$ cat src/rtl/dot_product_pkg.sv
// Shared state encoding, drain length and width helpers for the dot-product engine.
package dot_product_pkg;

  typedef enum logic [1:0] {
    IDLE  = 2'd0,
    RUN   = 2'd1,
    DRAIN = 2'd2,
    DONE  = 2'd3
  } state_t;

  localparam int DRAIN_CYCLES = 2;

  function automatic int prod_width(input int dw_in);
    return 2 * dw_in;
  endfunction

  function automatic int lane_sum_width(input int dw_in, input int lanes);
    return 2 * dw_in + $clog2(lanes);
  endfunction

  // One spare bit above the sum of both operands so the overflow compare never wraps.
  function automatic int acc_width(input int dw_out, input int ls_w);
    return dw_out + 1 + ls_w;
  endfunction

endpackage

$ cat src/rtl/dot_product_engine_if.sv
// Operand-beat and result streams of the dot-product engine, both valid/ready.
interface dot_product_engine_if #(
  parameter int Para_Deg       = 4,
  parameter int Data_Width_In  = 8,
  parameter int Data_Width_Out = 16
);
  logic                              in_valid;
  logic                              in_ready;
  logic [Para_Deg*Data_Width_In-1:0] in_a;
  logic [Para_Deg*Data_Width_In-1:0] in_b;
  logic                              out_valid;
  logic                              out_ready;
  logic [Data_Width_Out-1:0]         out_data;
  logic                              out_sat;

  modport master (
    output in_valid, in_a, in_b, out_ready,
    input  in_ready, out_valid, out_data, out_sat
  );

  modport slave (
    input  in_valid, in_a, in_b, out_ready,
    output in_ready, out_valid, out_data, out_sat
  );
endinterface

$ cat src/rtl/dp_lane_tree.sv
// Per-lane registered multipliers then a registered lane adder; 2 cycles, no stall.
// Disabled or masked lanes load zero, so bubbles flow through as zero contributions.
module dp_lane_tree
  import dot_product_pkg::*;
#(
  parameter int Para_Deg      = 4,
  parameter int Data_Width_In = 8,
  localparam int PW  = prod_width(Data_Width_In),
  localparam int LSW = lane_sum_width(Data_Width_In, Para_Deg)
) (
  input  logic                              clk,
  input  logic                              reset_n,
  input  logic                              en,
  input  logic [Para_Deg-1:0]               lane_mask,
  input  logic [Para_Deg*Data_Width_In-1:0] a,
  input  logic [Para_Deg*Data_Width_In-1:0] b,
  output logic [LSW-1:0]                    lane_sum
);

  logic [PW-1:0]  prod_q [Para_Deg];
  logic [LSW-1:0] sum_d;

  always_ff @(posedge clk or negedge reset_n) begin
    if (!reset_n) begin
      for (int i = 0; i < Para_Deg; i++) prod_q[i] <= '0;
    end else begin
      for (int i = 0; i < Para_Deg; i++) begin
        if (en && lane_mask[i])
          prod_q[i] <= PW'(a[i*Data_Width_In +: Data_Width_In]) *
                       PW'(b[i*Data_Width_In +: Data_Width_In]);
        else
          prod_q[i] <= '0;
      end
    end
  end

  always_comb begin
    sum_d = '0;
    for (int i = 0; i < Para_Deg; i++) sum_d = sum_d + LSW'(prod_q[i]);
  end

  always_ff @(posedge clk or negedge reset_n) begin
    if (!reset_n) lane_sum <= '0;
    else          lane_sum <= sum_d;
  end

endmodule

$ cat src/rtl/dot_product_engine.sv
// Streaming dot product: 3-cycle beat-to-accumulator latency, one beat per cycle in RUN.
// Input stalls only outside RUN; result is held in DONE until out_ready.
module dot_product_engine
  import dot_product_pkg::*;
#(
  parameter int Para_Deg       = 4,
  parameter int Data_Width_In  = 8,
  parameter int Data_Width_Out = 16,
  parameter int Len_Width      = 8,
  parameter int Saturate       = 1
) (
  input  logic                      clk,
  input  logic                      reset_n,
  input  logic                      start,
  input  logic [Len_Width-1:0]      vec_beats,
  input  logic                      acc_old,
  input  logic [Data_Width_Out-1:0] bias_in,
  input  logic [Para_Deg-1:0]       last_mask,
  output logic                      busy,
  output logic [Len_Width-1:0]      beat_count,
  dot_product_engine_if.slave       io
);

  localparam int LSW = lane_sum_width(Data_Width_In, Para_Deg);
  localparam int AW  = acc_width(Data_Width_Out, LSW);
  localparam int DCW = $clog2(DRAIN_CYCLES + 1);

  state_t                    state_q, state_d;
  logic [Len_Width-1:0]      vec_beats_q;
  logic [Para_Deg-1:0]       last_mask_q;
  logic [DCW-1:0]            drain_cnt_q;
  logic [Data_Width_Out-1:0] acc_q, acc_upd, init_acc, out_data_q;
  logic                      sat_q, in_ready_q;
  logic                      accept, last_beat, ovf;
  logic [Para_Deg-1:0]       lane_mask;
  logic [LSW-1:0]            lane_sum;
  logic [AW-1:0]             acc_wide;

  assign accept    = io.in_valid & in_ready_q;
  assign last_beat = (beat_count == (vec_beats_q - Len_Width'(1)));
  assign lane_mask = last_beat ? last_mask_q : '1;
  assign init_acc  = acc_old ? bias_in : '0;

  dp_lane_tree #(
    .Para_Deg      (Para_Deg),
    .Data_Width_In (Data_Width_In)
  ) u_lane_tree (
    .clk       (clk),
    .reset_n   (reset_n),
    .en        (accept),
    .lane_mask (lane_mask),
    .a         (io.in_a),
    .b         (io.in_b),
    .lane_sum  (lane_sum)
  );

  // A clamped accumulator re-clamps on every later add, so it sticks at max.
  assign acc_wide = AW'(acc_q) + AW'(lane_sum);
  assign ovf      = acc_wide > AW'({Data_Width_Out{1'b1}});

  always_comb begin
    acc_upd = acc_wide[Data_Width_Out-1:0];
    if (ovf && (Saturate != 0)) acc_upd = '1;
  end

  always_comb begin
    state_d = state_q;
    case (state_q)
      IDLE:    if (start) state_d = (vec_beats == '0) ? DONE : RUN;
      RUN:     if (accept && last_beat) state_d = DRAIN;
      DRAIN:   if (drain_cnt_q == DCW'(DRAIN_CYCLES - 1)) state_d = DONE;
      DONE:    if (io.out_ready) state_d = IDLE;
      default: state_d = IDLE;
    endcase
  end

  always_ff @(posedge clk or negedge reset_n) begin
    if (!reset_n) begin
      state_q    <= IDLE;
      in_ready_q <= 1'b0;
    end else begin
      state_q    <= state_d;
      in_ready_q <= (state_d == RUN);
    end
  end

  always_ff @(posedge clk or negedge reset_n) begin
    if (!reset_n) begin
      vec_beats_q <= '0;
      last_mask_q <= '0;
      acc_q       <= '0;
      sat_q       <= 1'b0;
      out_data_q  <= '0;
      drain_cnt_q <= '0;
      beat_count  <= '0;
    end else begin
      if (state_q == IDLE && start) begin
        vec_beats_q <= vec_beats;
        last_mask_q <= last_mask;
        acc_q       <= init_acc;
        sat_q       <= 1'b0;
        out_data_q  <= init_acc;
      end else if (state_q == RUN || state_q == DRAIN) begin
        acc_q <= acc_upd;
        if (ovf) sat_q <= 1'b1;
        if (state_d == DONE) out_data_q <= acc_upd;
      end

      drain_cnt_q <= (state_q == DRAIN) ? drain_cnt_q + DCW'(1) : '0;

      if (state_q == DONE && io.out_ready) beat_count <= '0;
      else if (accept)                     beat_count <= beat_count + Len_Width'(1);
    end
  end

  assign busy         = (state_q != IDLE);
  assign io.in_ready  = in_ready_q;
  assign io.out_valid = (state_q == DONE);
  assign io.out_data  = out_data_q;
  assign io.out_sat   = sat_q;

endmodule

$ cat src/flat_wrapper.sv
// flat-port wrapper written by rule: the top's interface ports become plain ports
module dot_product_engine_flat import dot_product_pkg::*;
#(
  parameter int Para_Deg       = 4,
  parameter int Data_Width_In  = 8,
  parameter int Data_Width_Out = 16,
  parameter int Len_Width      = 8,
  parameter int Saturate       = 1
)
  (clk, reset_n, start, vec_beats, acc_old, bias_in, last_mask, busy, beat_count, io_in_valid, io_in_a, io_in_b, io_out_ready, io_in_ready, io_out_valid, io_out_data, io_out_sat);
  dot_product_engine_if #(.Para_Deg(Para_Deg), .Data_Width_In(Data_Width_In), .Data_Width_Out(Data_Width_Out)) io_i ();
  input  logic clk;
  input  logic reset_n;
  input  logic start;
  input  logic [Len_Width-1:0] vec_beats;
  input  logic acc_old;
  input  logic [Data_Width_Out-1:0] bias_in;
  input  logic [Para_Deg-1:0] last_mask;
  output logic busy;
  output logic [Len_Width-1:0] beat_count;
  input wire logic [$bits(io_i.in_valid)-1:0] io_in_valid;
  input wire logic [$bits(io_i.in_a)-1:0] io_in_a;
  input wire logic [$bits(io_i.in_b)-1:0] io_in_b;
  input wire logic [$bits(io_i.out_ready)-1:0] io_out_ready;
  output wire logic [$bits(io_i.in_ready)-1:0] io_in_ready;
  output wire logic [$bits(io_i.out_valid)-1:0] io_out_valid;
  output wire logic [$bits(io_i.out_data)-1:0] io_out_data;
  output wire logic [$bits(io_i.out_sat)-1:0] io_out_sat;
  assign io_i.in_valid = io_in_valid;
  assign io_i.in_a = io_in_a;
  assign io_i.in_b = io_in_b;
  assign io_i.out_ready = io_out_ready;
  assign io_in_ready = io_i.in_ready;
  assign io_out_valid = io_i.out_valid;
  assign io_out_data = io_i.out_data;
  assign io_out_sat = io_i.out_sat;
  dot_product_engine #(.Para_Deg(Para_Deg), .Data_Width_In(Data_Width_In), .Data_Width_Out(Data_Width_Out), .Len_Width(Len_Width), .Saturate(Saturate)) u_core (.clk(clk), .reset_n(reset_n), .start(start), .vec_beats(vec_beats), .acc_old(acc_old), .bias_in(bias_in), .last_mask(last_mask), .busy(busy), .beat_count(beat_count), .io(io_i));
endmodule
$ cat config.mk
export PLATFORM = sky130hd
export DESIGN_NAME = dot_product_engine_flat
export DESIGN_NICKNAME = d
export VERILOG_FILES = /design/src/rtl/dot_product_pkg.sv /design/src/rtl/dot_product_engine_if.sv /design/src/rtl/dp_lane_tree.sv /design/src/rtl/dot_product_engine.sv /design/src/flat_wrapper.sv
export SDC_FILE = /design/constraint.sdc
export NUM_CORES = 1
export LEC_CHECK = 0
export ABC_AREA = 1
export BUFFER_PORTS_ARGS = -buffer_cell sky130_fd_sc_hd__buf_2
export CELL_PAD_IN_SITES_DETAIL_PLACEMENT = 0
export CELL_PAD_IN_SITES_GLOBAL_PLACEMENT = 2
export CORE_ASPECT_RATIO = 1.1
export CORE_MARGIN = 3
export CORE_UTILIZATION = 39
export CTS_CLUSTER_DIAMETER = 80
export DETAILED_ROUTE_END_ITERATION = 12
export PLACE_DENSITY_LB_ADDON = 0.08
export SKIP_CTS_REPAIR_TIMING = 1
export SYNTH_ARGS = -nofsm -noshare
export SYNTH_HDL_FRONTEND = slang
export SYNTH_HIERARCHICAL = 1
export SYNTH_SLANG_ARGS = --single-unit
$ cat constraint.sdc
create_clock -name clk -period 7.2 [get_ports clk]
set_input_delay 0.36 -clock clk [delete_from_list [all_inputs] [get_ports clk]]
set_output_delay 0.36 -clock clk [all_outputs]
set_load 0.01 [all_outputs]
==> impl_metrics.yaml <==
place:
  gp_congestion: 0.851
  io_buffers: 125
  hpwlAfterDp_mm: 36.6
  pre_cts_slack_ns: 3.17
floorplan:
  fp-row-count: 81
  coreArea_mm2: 0.0445
  initial_core_util_pct: 39.6
  ios: 126
  design.die.area_mm2: 0.0477
  dieHeight_um: 229
  fp.dieW_um: 209
worst_setup_path:
  cp-end-kind: "register"
  critPathLaunchType: "register"
  crit_required_ns: 7.52
  crit_fanout: 46
  crit_type: "reg2reg"
  cp.arrival_ns: 4.12
  r2r_slack_ns: 3.39
sta:
  maxSlewViolCount: 0
  rsz0062_at_grt: "no"
  tightest_slew_ns: 0.969
  finalSetupTns_ns: 0
  fin_crit_ns: 3.81
  fin_ws_ns: 3.39
  setup_viol: 0
  maxSlewHeadroom_pct: 35.2
  fmax_mhz: 263
  hold_viol_final: 0
  finalCritPeriodShare_pct: 52.8
  hold-worst-slack_ns: 0.0113
  clock_skew_ns: 0.0143
job:
  maxCapViolations: 0
clock_network:
  root_buffer: "clkbuf_16"
  cts_tree: "done"
  clkTransAtPathRegs_ns: 0.06
  htree_levels: 4
  clk_latency_ns: 0.44
  cts_buffer_depth: 2
  cts.sinks: 140
  cts-buffers-inserted: 17
pwr:
  switchingPower_mw: 3.66
  power_frac_comb_pct: 68.8
  p_int_mw: 3.32
  cellPowerDensity_mw_per_mm2: 365
  p_sw_share_pct: 52.4
  power_frac_seq_pct: 19.3
  p_leak_nw: 12.3
  vdd_drop_max_mv: 0.222
  clkPwrFrac_pct: 11.9
grt:
  grt_usage_pct: 18.9
  antenna_found_initial: 0
  grt_pass1_vias: 14800
  grt_remaining_overflow: 0
  grt_pass1_wl_mm: 74.4
  grt_max_degree: 96
drt:
  wire_per_inst_um: 13.8
  highest_layer: "met4"
  drtPass1Iterations: 5
  drt_iter0_drc: 683
  drc: 0
  dr_wl_met2_mm: 21.3
  viasPerCell: 4.50
  totalWireLength_mm: 43.3
  met1_length_mm: 20.9
  dr_wl_met3_um: 772
  ant_nets: 0
  vias: 14100
synthesis:
  seq_area_frac_synth_pct: 19.9
  syn_inst: 2472
  synth_top_family_by_area: "adder cells"
  yosys.area_share.simple_pct: 25.8
  synth_mux_area_share_pct: 0
  synth_compound_area_share_pct: 4.09
  synthAdderAreaFrac_pct: 33.3
  postSynth.asyncResetShare_pct: 100
  synth_seq_cells: 140
  synth_xor_area_share_pct: 1.29
  synth_edf_count: 0
  synthesis.nets: 2932
  synth_area_mm2: 0.0176
  synthFlopType: "dfrtp_1"
  syn_area_per_cell_um2: 7.12
  yosysUniqueCellTypes: 49
  ys_warn_count: 6
status:
  status: "finished, final reports clean"
finish:
  final_core_util_pct: 43.0
  seq_area_mm2: 0.00350
  fillCellCount: 4722
  syn_to_final_growth_pct: 8.55
  drive_above_1_share_pct: 7.97
  nNetsFinal: 2995
  multi_input_area_mm2: 0.0113
  diodes: 0
worst_hold_path:
  hp-class: "in2async"
worst max-delay path, cell delays in order, from the launching register on:
cell and delay [ns]:
dfrtp_1 0.40, inv_1 0.13, ha_1 0.24, nand2_2 0.62
inv_1 0.64, nor2_1 0.91, inv_1 0.48, nand2_1 0.18
nand2_1 0.06
metal layers:
metal	global-route usage [%]	vias to the layer above
li1	-	7388
met3	2.03	21
met1	25.6	6549
met5	0	-
met2	33.3	135
met4	3.37	0
power by group through the flow:
stage | sequential (mW) | combinational, mW | clock (mW)
global placement | 1.36 | 4.81 | 0
CTS | 1.35 | 4.88 | 0.862
floorplan | 1.30 | 3.68 | 0
global route | 1.39 | 5.62 | 0.899
detailed placement | 1.36 | 4.83 | 0
finish | 1.34 | 4.80 | 0.832
cells in the final DEF, fill, tap and decap left out, types with 3 or more instances in the layout:
cell | netlist | final
inv_2 | 3 | 3
nand4_1 | 11 | 11
nand2_1 | 773 | 773
and3_1 | 3 | 3
nand2_2 | 10 | 10
nand3_1 | 115 | 115
nor3_1 | 7 | 7
a21oi_2 | 3 | 3
o21bai_1 | 3 | 3
ha_1 | 185 | 185
dfrtp_1 | 140 | 140
xor2_1 | 15 | 15
o21ai_0 | 34 | 34
nand2_4 | 3 | 3
xnor2_1 | 11 | 11
buf_2 | 5 | 124
inv_1 | 622 | 622
a21oi_1 | 72 | 72
nor2_1 | 153 | 153
fa_1 | 177 | 177
clkinvlp_4 | 0 | 6
o21ai_1 | 7 | 7
nor2_2 | 6 | 6
nand3_2 | 15 | 15
clkbuf_16 | 0 | 17
cell usage after synthesis (6+ instances only):
master	count	area [um2]
xor2_1	15	131
clkbuf_1	64	240
o21ai_1	7	35.0
nand2_2	10	62.6
nand2_1	773	2900
xnor2_1	11	96.3
ha_1	185	2310
nor2_2	6	37.5
inv_1	622	2330
nand3_1	115	576
fa_1	177	3540
a21oi_1	72	360
nor2_1	153	574
nand3_2	15	150
nor3_1	7	35.0
o21ai_0	34	170
nand4_1	11	68.8
dfrtp_1	140	3500
per-stage QoR:
step	total power, mW	area, um2	cells
after CTS	7.09	19100	3129
after global placement	6.17	18600	3097
after global routing	7.91	19100	3129
after floorplan	4.98	17600	2472
after detailed placement	6.19	18600	3097
final	6.98	19100	3129
cell type report:
| cell class | count | area share [%] |
|---|---|---|
| timing repair buffer | 126 | 3.34 |
| sequential | 140 | 18.3 |
| clock inverter | 13 | 0.628 |
| inverter | 626 | 12.3 |
| clock buffer | 19 | 2.26 |
| tap | 581 | 3.80 |
| multi-input combinational | 1624 | 59.3 |
kinds of logic (layout without fill, tap and decap cells):
| kind of cell | after synthesis | in the layout |
|---|---|---|
| fa+ha+maj | 362 | 362 |
| compound gates | 131 | 131 |
| xor+xnor | 26 | 26 |
| flops | 140 | 140 |
| simple gates | 1105 | 1105 |
| buf+inv | 708 | 784 |
state kept, by name, indices dropped and copies added (netlist names):
| register | flops |
|---|---|
| u_core/acc_q | 16 |
| u_core/beat_count | 8 |
| u_core/drain_cnt_q | 2 |
| u_core/io.in_ready | 1 |
| u_core/io.out_data | 16 |
| u_core/io.out_sat | 1 |
| u_core/last_mask_q | 4 |
| u_core/state_q | 2 |
| u_core/u_lane_tree/lane_sum | 18 |
| u_core/u_lane_tree/prod_q | 64 |
| u_core/vec_beats_q | 8 |
final timing paths:
| path | from | endpoint | cells after the start |
|---|---|---|---|
| hold reg to reg | u_core/drain_cnt_q[0] | u_core/drain_cnt_q[0] | 1 |
| setup / recovery | u_core/state_q[0] | u_core/acc_q[11] | 8 |
| setup reg to reg | u_core/state_q[0] | u_core/acc_q[11] | 8 |
| hold / removal | reset_n | u_core/beat_count[5] | 1 |
| max in group asynchronous | reset_n | u_core/u_lane_tree/prod_q[36] | 2 |
| min in group clk | last_mask[0] | u_core/last_mask_q[0] | 3 |
No activity file was read; power rests on OpenSTA's default activity.
